--- config.mk ---
export PLATFORM = sky130hd
export DESIGN_NAME = mmu_resp_arbiter
export DESIGN_NICKNAME = d
export VERILOG_FILES = /design/src/rtl/mmu_resp_arbiter.sv
export SDC_FILE = /design/constraint.sdc
export NUM_CORES = 1
export LEC_CHECK = 0
export CORE_MARGIN = 2
export CORE_UTILIZATION = 35
export CTS_CLUSTER_SIZE = 16
export DETAILED_ROUTE_END_ITERATION = 10
export GPL_ROUTABILITY_DRIVEN = 1
export HOLD_SLACK_MARGIN = 0.02
export PLACE_DENSITY_LB_ADDON = 0.05
export SETUP_SLACK_MARGIN = 0.02
export SLEW_MARGIN = 10
export SYNTH_ARGS = -nofsm -noshare
export SYNTH_HDL_FRONTEND = slang
export SYNTH_SLANG_ARGS = --single-unit
--- constraint.sdc ---
create_clock -name clk -period 1.57 [get_ports clk]
set_input_delay 0.2355 -clock clk [delete_from_list [all_inputs] [get_ports clk]]
set_output_delay 0.2355 -clock clk [all_outputs]
set_load 0.01 [all_outputs]
--- src/rtl/mmu_resp_arbiter.sv ---
// rtl/mmu_resp_arbiter.sv - round-robin pop of alloc/free result FIFOs into a 2-entry skid response channel
// Optional MMU_RESP_STATS_EN adds saturating 16-bit accept counters per type and outcome.
module mmu_resp_arbiter #(
   parameter int ID_W   = 8,
   parameter int PIDX_W = 10,
   parameter int RSN_W  = 4
) (
   input  logic              clk,
   input  logic              rst_n,
   input  logic              alloc_fifo_empty,
   output logic              alloc_fifo_pop_en,
   input  logic [ID_W-1:0]   alloc_fifo_req_id,
   input  logic [PIDX_W-1:0] alloc_fifo_page_idx,
   input  logic              alloc_fifo_fail,
   input  logic [RSN_W-1:0]  alloc_fifo_reason,
   input  logic              free_fifo_empty,
   output logic              free_fifo_pop_en,
   input  logic [ID_W-1:0]   free_fifo_req_id,
   input  logic              free_fifo_fail,
   input  logic [RSN_W-1:0]  free_fifo_reason,
   output logic              resp_valid,
   input  logic              resp_ready,
   output logic              resp_type,
   output logic [ID_W-1:0]   resp_req_id,
   output logic [PIDX_W-1:0] resp_page_idx,
   output logic              resp_fail,
   output logic [RSN_W-1:0]  resp_reason
`ifdef MMU_RESP_STATS_EN
   ,
   output logic [15:0]       stat_alloc_ok,
   output logic [15:0]       stat_alloc_fail,
   output logic [15:0]       stat_free_ok,
   output logic [15:0]       stat_free_fail
`endif
);

   typedef enum logic [1:0] {
      ST_EMPTY = 2'd0,
      ST_ONE   = 2'd1,
      ST_FULL  = 2'd2
   } state_t;

   typedef struct packed {
      logic              typ;
      logic [ID_W-1:0]   id;
      logic [PIDX_W-1:0] idx;
      logic              fail;
      logic [RSN_W-1:0]  reason;
   } entry_t;

   state_t state_q, state_d;
   entry_t out_q, out_d;
   entry_t skid_q, skid_d;
   entry_t new_e;
   logic   rr_last_q, rr_last_d;
   logic   eligible;
   logic   take;
   logic   acc;

   // Popping is also held off while reset is asserted, not just while FULL.
   assign eligible          = rst_n && (state_q != ST_FULL);
   assign alloc_fifo_pop_en = eligible && !alloc_fifo_empty && (free_fifo_empty || rr_last_q);
   assign free_fifo_pop_en  = eligible && !free_fifo_empty && (alloc_fifo_empty || !rr_last_q);
   assign take              = alloc_fifo_pop_en || free_fifo_pop_en;
   assign acc               = resp_valid && resp_ready;

   always_comb begin
      new_e        = '0;
      new_e.typ    = free_fifo_pop_en;
      if (free_fifo_pop_en) begin
         new_e.id     = free_fifo_req_id;
         new_e.fail   = free_fifo_fail;
         new_e.reason = free_fifo_fail ? free_fifo_reason : '0;
      end else begin
         new_e.id     = alloc_fifo_req_id;
         new_e.idx    = alloc_fifo_page_idx;
         new_e.fail   = alloc_fifo_fail;
         new_e.reason = alloc_fifo_fail ? alloc_fifo_reason : '0;
      end
   end

   always_comb begin
      state_d   = state_q;
      out_d     = out_q;
      skid_d    = skid_q;
      rr_last_d = rr_last_q;
      if (take) begin
         rr_last_d = free_fifo_pop_en;
      end
      case (state_q)
         ST_EMPTY: begin
            if (take) begin
               out_d   = new_e;
               state_d = ST_ONE;
            end
         end
         ST_ONE: begin
            if (take && acc) begin
               out_d = new_e;
            end else if (take) begin
               skid_d  = new_e;
               state_d = ST_FULL;
            end else if (acc) begin
               state_d = ST_EMPTY;
            end
         end
         ST_FULL: begin
            if (acc) begin
               out_d   = skid_q;
               state_d = ST_ONE;
            end
         end
         default: state_d = ST_EMPTY;
      endcase
   end

   always_ff @(posedge clk or negedge rst_n) begin
      if (!rst_n) begin
         state_q   <= ST_EMPTY;
         out_q     <= '0;
         skid_q    <= '0;
         rr_last_q <= 1'b1;
      end else begin
         state_q   <= state_d;
         out_q     <= out_d;
         skid_q    <= skid_d;
         rr_last_q <= rr_last_d;
      end
   end

   assign resp_valid    = (state_q != ST_EMPTY);
   assign resp_type     = out_q.typ;
   assign resp_req_id   = out_q.id;
   assign resp_page_idx = out_q.idx;
   assign resp_fail     = out_q.fail;
   assign resp_reason   = out_q.reason;

`ifdef MMU_RESP_STATS_EN
   logic [15:0] st_aok_q, st_afl_q, st_fok_q, st_ffl_q;

   always_ff @(posedge clk or negedge rst_n) begin
      if (!rst_n) begin
         st_aok_q <= '0;
         st_afl_q <= '0;
         st_fok_q <= '0;
         st_ffl_q <= '0;
      end else if (acc) begin
         case ({out_q.typ, out_q.fail})
            2'b00:   if (st_aok_q != 16'hFFFF) st_aok_q <= st_aok_q + 16'd1;
            2'b01:   if (st_afl_q != 16'hFFFF) st_afl_q <= st_afl_q + 16'd1;
            2'b10:   if (st_fok_q != 16'hFFFF) st_fok_q <= st_fok_q + 16'd1;
            default: if (st_ffl_q != 16'hFFFF) st_ffl_q <= st_ffl_q + 16'd1;
         endcase
      end
   end

   assign stat_alloc_ok   = st_aok_q;
   assign stat_alloc_fail = st_afl_q;
   assign stat_free_ok    = st_fok_q;
   assign stat_free_fail  = st_ffl_q;
`endif

endmodule

==> results of run 1 <==
## what timing repair did
item,4_1_cts,5_1_grt
gates resized for setup,66,53
hold buffers,2,0
endpoints found under the hold margin,20,0
pin swaps,4,7
endpoints found under the setup margin,51,49
buffers inserted,2,9
cloned,3,3
## cell type report
class                   count  area (sq um)  share of cell area
clock buffers               6          82.6              0.0197
clock inverters             2          35.0             0.00834
inverters                   1          6.26             0.00149
multi-input cells         186          1440               0.342
flip-flops and latches     51          1280               0.304
well taps                  80           100              0.0238
repair buffers            119          1260               0.300
## flip-flops by register name (all words and copies together) (netlist names)
signal	cells
resp_req_id	8
resp_type	1
rr_last_q	1
resp_page_idx	10
resp_reason	4
resp_fail	1
state_q	2
skid_q	24
## worst max-delay path, cell delays in order, from the launching register on
cell	delay [ns]
dfrtp_1	0.40
nor2b_4	0.14
or3_4	0.41
inv_4	0.08
buf_6	0.09
## how the worst min path moves through the flow
| stage | start | slack (ns) | cells after the start | end |
|---|---|---|---|---|
| 5_1_grt | rst_n | 0.14 | 3 | skid_q[15] |
| 3_5_place_dp | rst_n | 0.19 | 2 | state_q[0] |
| 6_report | rst_n | 0.11 | 3 | skid_q[15] |
| 3_3_place_gp | rst_n | 0.19 | 2 | state_q[1] |
| 2_1_floorplan | rst_n | -0.06 | 0 | resp_fail |
| 4_1_cts | rst_n | 0.13 | 3 | resp_req_id[7] |
## kinds of logic after synthesis
family                 after synthesis  synth area share
muxes                               10            0.0415
AOI/OAI and AO/OA                   69             0.176
buffers and inverters               20            0.0440
and+or+nand+nor                    107             0.210
DFF                                 51             0.529
## layout by cell type (no fill, tap or decap), types with 3 or more instances in the layout
cell / instances
nand3_1: 4
nor2_4: 3
buf_16: 3
or4b_4: 9
nand2_1: 48
clkbuf_8: 6
buf_6: 16
o21ai_2: 7
clkdlybuf4s50_1: 60
buf_4: 26
mux2i_1: 3
dfrtp_1: 49
buf_12: 4
nor2_2: 7
a221oi_2: 4
mux2i_2: 5
a32oi_4: 3
a2bb2oi_2: 9
dlygate4sd2_1: 3
a21oi_2: 7
a21oi_1: 16
o21ai_0: 5
nand3_2: 6
o21ai_1: 12
nor2_1: 17
## layer usage
layer,up-vias,wire [um]
met3,5,287
met5,-,0
li1,1124,-
met2,61,3380
met1,1097,3550
met4,0,44
## power by group through the flow
stage | Clock (mW) | Sequential [mW] | Combinational (mW)
after floorplan | 0 | 2.12 | 0.694
after global placement | 0 | 2.05 | 1.61
after detailed placement | 0 | 2.06 | 1.63
after CTS | 0.983 | 2.06 | 1.76
after global routing | 1.03 | 2.15 | 2.23
final | 0.967 | 2.10 | 2.05
## Yosys cell counts
master	count
o21ai_0	16
nand2b_1	3
buf_1	1
a21oi_1	23
or4b_2	9
o22ai_1	1
a221oi_1	4
buf_6	3
nor2b_1	2
nand3_1	10
nor2b_4	1
a2bb2oi_1	10
clkbuf_1	8
or2_2	1
o31ai_1	1
buf_2	7
dfrtp_1	50
nor2_1	27
nor3_1	2
a21bo_1	1
nand3b_1	1
a32oi_1	4
o21ai_1	8
inv_2	1
nand2_1	49
or3_1	2
dfstp_2	1
mux2i_1	10
o21a_1	1
## metrics by stage
stage / TNS [ns] / utilization / instances / setup slack [ns]
finish: -1.02 / 0.625 / 445 / -0.0877
global route: -2.86 / 0.625 / 445 / -0.134
CTS: -0.551 / 0.571 / 434 / -0.121
detailed placement: -18.77 / 0.516 / 419 / -0.532
global placement: -18.27 / 0.516 / 419 / -0.527
floorplan: -0.240 / - / 257 / -0.0199
==> metrics.yaml, run 1 <==
clocking:
  cts_tree: "yes"
  htree_levels: 2
  path_clk_slew_ns: 0.10
  clkSinkCount: 51
  cts-root-buf: "clkbuf_8"
  clockBufferDepth: 2
  clk_latency_ns: 0.31
  numCtsBuffers: 5
grt:
  grt_max_degree: 31
  busiest_layer: "met2"
  grt_overflow: 0
  use_met3: 0.0341
  grtUsageTotal: 0.185
  grt_pass1_vias: 2250
  grt_pass1_wl_um: 11100
  antenna_found_initial: 0
  met2_usage: 0.286
  use_met1: 0.273
die:
  core_sq_um: 6720
  initial_core_util: 0.359
  dieHeight_um: 87.1
  io_pins: 68
  row_count: 30
  die_w_um: 87.1
  die-area_sq_um: 7580
run:
  drv_cap: 0
setup_path:
  rr_worst_depth: 8
  crit_fanout: 3
  required_ns: 1.33
  rr_endpoint: "resp_req_id[3]"
  critPathKind: "flop to output pin"
  endpoint: "free_fifo_pop_en"
  cp.arrival_ns: 1.42
  reg2reg_slack_ns: -0.08
  worstSetupEndpointType: "output pin"
  crit_path_start: "state_q[1]"
  timing.rr.start: "state_q[0]"
  start_kind: "flop"
synth:
  synth_nets: 298
  synthTopCellsByArea: "dfrtp_1 (52%), nand2_1 (7.6%), a21oi_1 (4.8%)"
  netlist_area_sq_um: 2410
  synth.top_cell.area_share: 0.518
  ys_seq_elements: 51
  ys_seq_area_frac: 0.529
  netlist_instances: 257
  yosysTopAreaCell: "dfrtp_1"
  ys_warn_count: 0
  synth.avg_cell_area_sq_um: 9.40
  yosysUniqueCellTypes: 29
power_and_ir_drop:
  power_density_nw_per_um2: 1220
  power_mw: 5.11
  p_leak_nw: 1.81
  clkPwrFrac: 0.189
  p_seq_frac: 0.410
  power.internal_mw: 3.46
  ir_drop_mv: 0.650
  switchingPower_mw: 1.65
  power_frac_comb: 0.401
  swShare: 0.322
detailed_routing:
  viasPerCell: 5.14
  first_pass_iters: 4
  routed_wl_um: 7260
  drc_errors: 0
  ant_nets: 0
  routed-via-count: 2287
  drtIter0Drc: 67
  detail_route.wl_per_cell_um: 16.3
sta:
  slew_violations: 0
  whs_ns: 0.107
  worstMarginPinSlew_ns: 0.441
  skew_ns: 0.00801
  setup_violations: 27
  fmax_ghz: 0.603
  maxSlewHeadroom: 0.705
  fin_crit_ns: 1.66
  fin_crit_sh: 1.06
  rsz0062_at_grt: "true"
  fin_ws_ns: -0.0877
  hold_viol: 0
placed_design:
  port_buffers: 67
  postPlaceCellArea_sq_um: 3470
  dp_hpwl_um: 4410
  gp_congestion: 0.763
cells_and_area:
  drive_gt1_frac: 0.384
  antenna_cells: 0
  area_growth_pct: 74.0
  fill_cells: 566
  final_nets: 405
  final_cell_area_sq_um: 4200
run_status:
  violations: "setup timing"
  outcome: "complete, but fails checks"
min_path:
  hold_path_class: "input port to async pin"
(Power assumes the default switching activity.)
==> run 2: changes to the inputs <==
--- a/config.mk
+++ b/config.mk
@@ -5,10 +5,11 @@
 export SDC_FILE = /design/constraint.sdc
 export NUM_CORES = 1
 export LEC_CHECK = 0
-export CORE_MARGIN = 2
+export CAP_MARGIN = 10
 export CORE_UTILIZATION = 35
 export CTS_CLUSTER_SIZE = 16
 export DETAILED_ROUTE_END_ITERATION = 10
+export DONT_BUFFER_PORTS = 1
 export GPL_ROUTABILITY_DRIVEN = 1
 export HOLD_SLACK_MARGIN = 0.02
 export PLACE_DENSITY_LB_ADDON = 0.05
==> run 2 against run 1 <==
The flow still finishes with violations (setup timing). Critical path type unchanged. Cell area decreased by 18%. Sequential power grew 5%. Wire length shrank 7.9%. Combinational power decreased by 34%. Core utilization down 9.2 points. Flip-flop and latch count did not move. Cell count down 16%. Sequential share of layout area grew 6.5 points. Clock power is 19% lower. Clock skew increased by 0.0023 ns. Non-clock buffer count shrank 70.
==> metrics.yaml, run 2 (synthesis gave the netlist of run 1 again) <==
run_status:
  outcome: "complete, but fails checks"
  violations: "setup timing"
setup_path:
  timing.rr.start: "state_q[0]"
  reg2reg_slack_ns: -0.11
  rr_worst_depth: 6
  required_ns: 1.33
  crit_path_start: "state_q[1]"
  start_kind: "flop"
  cp.arrival_ns: 1.48
  critPathKind: "flop to output pin"
  rr_endpoint: "resp_req_id[7]"
  crit_fanout: 3
  worstSetupEndpointType: "output pin"
die:
  dieHeight_um: 85.1
  die-area_sq_um: 7240
  row_count: 29
  io_pins: 68
  die_w_um: 85.1
  core_sq_um: 6490
  initial_core_util: 0.372
clocking:
  cts_tree: "yes"
  path_clk_slew_ns: 0.10
  clockBufferDepth: 2
  numCtsBuffers: 5
  clkSinkCount: 51
  cts-root-buf: "clkbuf_8"
  clk_latency_ns: 0.31
  htree_levels: 2
detailed_routing:
  ant_nets: 0
  drtIter0Drc: 80
  viasPerCell: 5.32
  first_pass_iters: 4
  routed_wl_um: 6690
  routed-via-count: 1979
  drc_errors: 0
  detail_route.wl_per_cell_um: 18.0
power_and_ir_drop:
  p_leak_nw: 1.48
  ir_drop_mv: 0.581
  power_density_nw_per_um2: 1260
sta:
  setup_violations: 35
  fmax_ghz: 0.583
  slew_violations: 0
  fin_crit_ns: 1.71
  worstMarginPinSlew_ns: 0.277
  maxSlewHeadroom: 0.816
  fin_crit_sh: 1.09
  skew_ns: 0.0103
  rsz0062_at_grt: "true"
  fin_ws_ns: -0.144
  hold_viol: 0
  setup-tns-final_ns: -1.49
cells_and_area:
  area_growth_pct: 43.4
  antenna_cells: 0
  final_nets: 335
  mostFrequentLayoutCells: "dfrtp_1 (49), nand2_1 (48), buf_4 (22)"
  final_util: 0.533
  drive_gt1_frac: 0.464
  largest_register: "skid_q"
  largest_reg_flops: 24
  layout_commonest_cell: "dfrtp_1"
  final_cell_area_sq_um: 3460
run:
  drv_cap: 0
grt:
  antenna_found_initial: 0
  grt_overflow: 0
  grt_pass1_wl_um: 10700
  grt_max_degree: 52
  grt_pass1_vias: 2043
  grtUsageTotal: 0.191
min_path:
  whs_endpoint: "skid_q[7]"
  min_path_cells: 2
  hold_start: "alloc_fifo_page_idx[2]"
  hold_path_class: "input port to flop"
placed_design:
  port_buffers: 0
  dp_hpwl_um: 4130
  postPlaceCellArea_sq_um: 2780
  gp_congestion: 0.714
  pre_cts_slack_ns: -0.0941
[run 2: repair_timing]
item	4_1_cts	5_1_grt
endpoints found under the hold margin	51	1
endpoints found under the setup margin	31	51
hold buffers	2	1
setup buffers	14	0
resized for setup	75	37
pin swaps	7	2
gates cloned	3	1
[run 2: worst max path at each step]
stage	endpoint	cells after the start	slack, ns
2_1_floorplan	resp_fail	7	-0.02
3_3_place_gp	resp_page_idx[8]	6	-0.07
3_5_place_dp	resp_reason[0]	6	-0.09
4_1_cts	free_fifo_pop_en	5	-0.17
5_1_grt	free_fifo_pop_en	5	-0.19
6_report	free_fifo_pop_en	5	-0.14
[run 2: cell type report]
type                    instances  area (sq um)
well taps                      77          96.3
clock buffers                   5          68.8
flip-flops and latches         51          1280
clock inverters                 3          20.0
multi-input cells             186          1450
fillers                       601          3030
repair buffers                 49           538
inverters                       1          11.3
[run 2: power breakdown]
part	leakage [nW]	internal, mW	switching [mW]	total, mW
Combinational	0.827	0.716	0.646	1.36
Sequential	0.609	1.78	0.433	2.21
Clock	0.0402	0.312	0.471	0.782
[run 2: routing by layer]
layer  vias to the layer above  track usage  routed length (um)
met5                         -            0                   0
li1                        974            -                   -
met2                        48        0.303                3120
met1                       953        0.269                3210
met4                         0       0.0354                  38
met3                         4       0.0447                 322
[run 2: critical path, cell delays in order, from the launching register on]
cell     delay (ns)
dfrtp_1        0.42
nor2b_4        0.14
or3_4          0.34
buf_6          0.14
inv_8          0.05
buf_6          0.09
[run 2: per-stage QoR]
stage	power [mW]	cells	hold slack (ns)
floorplan	2.81	257	-0.0601
global placement	3.14	346	-0.0586
detailed placement	3.15	346	-0.0587
CTS	4.25	373	0.0214
global route	4.64	372	0.0312
finish	4.36	372	0.0348
